<file path="src/rtl/soda_datapath.sv">
// soda_datapath: running-total datapath for a coin-operated soda dispenser.
// An external controller owns sequencing; this block only accumulates coins
// and reports whether the total is still below the price.
//
// Ports:
//   clk      - system clock, rising-edge active
//   rst      - synchronous active-high reset, clears tot
//   s        - soda price (unsigned, live combinational input)
//   a        - value of the coin currently presented (unsigned)
//   tot_ld   - load strobe, adds a into tot on the next rising edge
//   tot_clr  - clear strobe, zeroes tot on the next rising edge (beats tot_ld)
//   tot_lt_s - combinational flag, tot < s
//   tot      - current running total
module soda_datapath #(
    parameter int unsigned WIDTH = 8
) (
    input  logic             clk,
    input  logic             rst,
    input  logic [WIDTH-1:0] s,
    input  logic [WIDTH-1:0] a,
    input  logic             tot_ld,
    input  logic             tot_clr,
    output logic             tot_lt_s,
    output logic [WIDTH-1:0] tot
);

    logic [WIDTH-1:0] tot_q;
    logic [WIDTH-1:0] tot_d;

    // Next total: clear has priority over load; the add wraps modulo 2^WIDTH.
    always_comb begin
        tot_d = tot_q;
        if (tot_clr) begin
            tot_d = '0;
        end else if (tot_ld) begin
            tot_d = WIDTH'(tot_q + a);
        end
    end

    // Total register; reset dominates every strobe.
    always_ff @(posedge clk) begin
        if (rst) begin
            tot_q <= '0;
        end else begin
            tot_q <= tot_d;
        end
    end

    // The price compare is left unregistered so a price change is seen
    // in the same cycle by the controller.
    assign tot      = tot_q;
    assign tot_lt_s = (tot_q < s);

endmodule

</file>
<file path="config.mk">
export PLATFORM = sky130hd
export DESIGN_NAME = soda_datapath
export DESIGN_NICKNAME = d
export VERILOG_FILES = /design/src/rtl/soda_datapath.sv
export SDC_FILE = /design/constraint.sdc
export NUM_CORES = 1
export LEC_CHECK = 0
export ABC_AREA = 1
export BUFFER_PORTS_ARGS = -buffer_cell sky130_fd_sc_hd__buf_2
export CAP_MARGIN = 0
export CORE_MARGIN = 2
export CORE_UTILIZATION = 52
export CTS_CLUSTER_DIAMETER = 120
export DETAILED_ROUTE_END_ITERATION = 8
export MAX_ROUTING_LAYER = met4
export PLACE_DENSITY_LB_ADDON = 0.2
export SYNTH_ARGS = -nofsm -noshare
export SYNTH_HDL_FRONTEND = slang
export SYNTH_SLANG_ARGS = --single-unit
export TNS_END_PERCENT = 1
</file>
<file path="constraint.sdc">
create_clock -name clk -period 3.3 [get_ports clk]
set_clock_uncertainty 0.05 [all_clocks]
set_input_delay 0.66 -clock clk [delete_from_list [all_inputs] [get_ports clk]]
set_output_delay 0.66 -clock clk [all_outputs]
set_load 0.01 [all_outputs]
</file>
; ---- After elaboration in Yosys (flattened, before gate mapping)
; Index checks and enable logic that the tools add are counted.
[op_classes]
order_cmp = 1
reduce_logical = 1
n_addsub = 1
[op_table]
columns = op, n
row1 = $add 8x8->8, 1
row2 = $lt 8x8->1, 1
row3 = $reduce_or 2->1, 1
[word_totals]
out_inout_bits = 9
inputBits = 20
elab_cells = 4
regBits = 8

; ---- Logic depth before layout (Yosys ltp)
[depth]
depth_word = 1
ltp_mapped = 9
depth_no_buf = 9

; ---- Least setup slack after synthesis
; No wires, ideal clock.
[synth_path]
path_type = input to output
from = input port s[7]
to = output port tot_lt_s
path_slack_ns = 1.205
path_stages = 5
t_required_ns = 2.590
path_buffers = 0
arrival_time_ns = 1.385
cell_sequence = inv_1 ha_1 a21oi_1 o21ai_0 a21oi_1
[synth_between]
elab_chain_len = 1
[synth_lines]
columns = item, line
row1 = start: declaration, 19  ; input logic [WIDTH-1:0] s,
row2 = $lt 8x8->1, 52  ; assign tot_lt_s = (tot_q < s);
row3 = end: declaration, 23  ; output logic tot_lt_s,
; No other way between the ends.

; ---- Worst setup path in the final report
; Ends and elaborated chain as after synthesis.

==> metrics <==
max reg flops=8; Setup Crit Path Kind=in2out; normalized max-slew margin=a little under nine tenths; num rows=14; RSZ-0062 raised after global routing=false; compound-gate portion of the synthesized area=11.1%; Tightest Pin Transition=0.216 ns; outcome=completed; gr usage total=19.0%; filler cell count=145; CP required=2.59 ns; Clock Tree Buf Depth=2; pin count of the biggest net entering global routing=15; Final Slew Violations=0; min Tclk post-route=between 2 and 2.5 ns; commonest non-fill, non-tap cells in the layout=buf_2 (28), inv_1 (27), nand2_1 (26); Ys Warns=0; antenna violations before repair=0; Post-Syn Area=approximately 800 sq um; root buffer cell=clkbuf_4; DRC Markers=0; Starting Density=between 50% and 60%; Core Region=0.00147 sq mm; CP startpoint kind=input pin; initial drt markers=15; final antenna-violating net count=0; Die Y=43.2 um; Final Hold Vio Count=0; fin crit share=between 60% and 70%; post-synthesis xor/xnor area fraction=4.39%; Syn Inst Count=124; CTS clk-pin slew, worst paths=0.05 ns; die width=43.2 um; I/O Buffers=28; Setup Fix Bufs, Post-CTS=0; hold crit path type=reg2reg; Final Power=0.261 mW; layout cells sized above 1=22.1%; placed cells=about 170; Clk Latency, worst-skew pair=0.23 ns; maxcap violations=0; synthesized net count=159; H-Tree Depth=1; Synth Area in Adders=24.5%; gr ovfl total=0; CTS tree=done; setup TNS=0 ns; # setup viols final=0; overall routed net length=1510 um; post-CTS resize count=0; Syn Area/Cell=6.44 sq um; Routed wire per std cell=8.86 um; FF/Latch Area=160 sq um; Detailed Routing Iterations Pass 1=4; worst vdd ir=0.111 mV; Routability Congestion=0.824; IO Count=29; Power Density=267 mW/mm^2; Pleak=0.626 nW; Worst setup EP type=primary output; Yosys cell types=16; CP arrival=1.56 ns; largest family of logic cells by synthesized area=simple AND/OR/NAND/NOR gates; Synth Area in Simple Gates=26.2%; clock buffer count from CTS=3; Die ar.=0.00186 sq mm; Placed Area=953 sq um; commonest non-fill, non-tap cell in the layout=buf_2; first-pass GRT wire length=roughly 2700 um; Finished Layout Cells=170; Seq/Total Area, Yosys=20.1%; multi-input logic area=528 sq um; hpwl dp=1330 um; Via density=4.79; mux cell area share after synthesis=0%; clock sink count=8; fin nets=about 190; fmax=441 MHz; Yosys reg bits=8; # diodes=0; vias in the first global route=724; Vias=815; area grow syn2layout=22.3%; final instance area=976 sq um; Fin Hold WS=0.451 ns; Crit Path Max Fanout=2; CTS Hold Bufs=0
[worst max-delay path, stage by stage]
cell     delay, ns
buf_2         0.08
inv_1         0.03
ha_1          0.29
a21oi_1       0.14
o21ai_0       0.10
a21oi_1       0.12
buf_2         0.14
[stage by stage]
step / util, % / setup slack, ns
after global routing: 66.3 / 0.919
after CTS: 66.3 / 1.03
after floorplan: - / 1.21
after detailed placement: 64.8 / 1.03
final: 66.3 / 1.03
after global placement: 64.8 / 1.06
[synth_stat cells]
| cell | number | area share (%) |
|---|---|---|
| xnor2_1 | 2 | 2.2 |
| or2_1 | 1 | 0.78 |
| xor2_1 | 2 | 2.2 |
| buf_2 | 1 | 0.63 |
| o21ai_0 | 6 | 3.8 |
| nor2_1 | 16 | 7.5 |
| fa_1 | 1 | 2.5 |
| inv_2 | 1 | 0.47 |
| nand3_2 | 1 | 1.3 |
| o21ai_2 | 1 | 1.1 |
| ha_1 | 14 | 22 |
| inv_1 | 27 | 13 |
| nand3_1 | 7 | 4.4 |
| dfxtp_1 | 8 | 20 |
| a21oi_1 | 10 | 6.3 |
| nand2_1 | 26 | 12 |
[worst paths after layout]
kind | startpoint | to | slack, ns | depth (start not counted)
worst max-delay path | s[7] | tot_lt_s | 1.03 | 7
worst min-delay path | tot[0]$_SDFFE_PP0P_ | tot[0]$_SDFFE_PP0P_ | 0.45 | 2
worst max register to register | tot[0]$_SDFFE_PP0P_ | tot[4]$_SDFFE_PP0P_ | 1.56 | 9
worst min register to register | tot[0]$_SDFFE_PP0P_ | tot[0]$_SDFFE_PP0P_ | 0.45 | 2
[layout make-up]
class	count	share of cell area [%]
multi-input combinational	87	54.1
timing repair buffer	28	14.4
tap	16	2.05
sequential	8	16.4
clock buffer	3	2.31
inverter	28	10.8
[routing by layer]
layer  wire, um  share of wire (%)  track usage (%)
met4          0                  0             5.45
met3         93                6.2                0
met1        697                 46             24.3
met5          0                  0                -
met2        715                 47             32.8
[kinds of logic after synthesis]
family                   count (synthesis)
flip-flops                               8
XOR/XNOR                                 4
buffers and inverters                   29
AND/OR/NAND/NOR                         51
adder cells (fa/ha/maj)                 15
AO/OA/AOI/OAI                           17
[where the power goes]
part	leakage, nW	switching (mW)	total (mW)	internal [mW]
Clock	0.0138	0.0267	0.0678	0.0412
Combinational	0.547	0.0471	0.0858	0.0387
Sequential	0.0655	0.00545	0.107	0.102
Note: power is estimated with default switching activity, not from simulation.
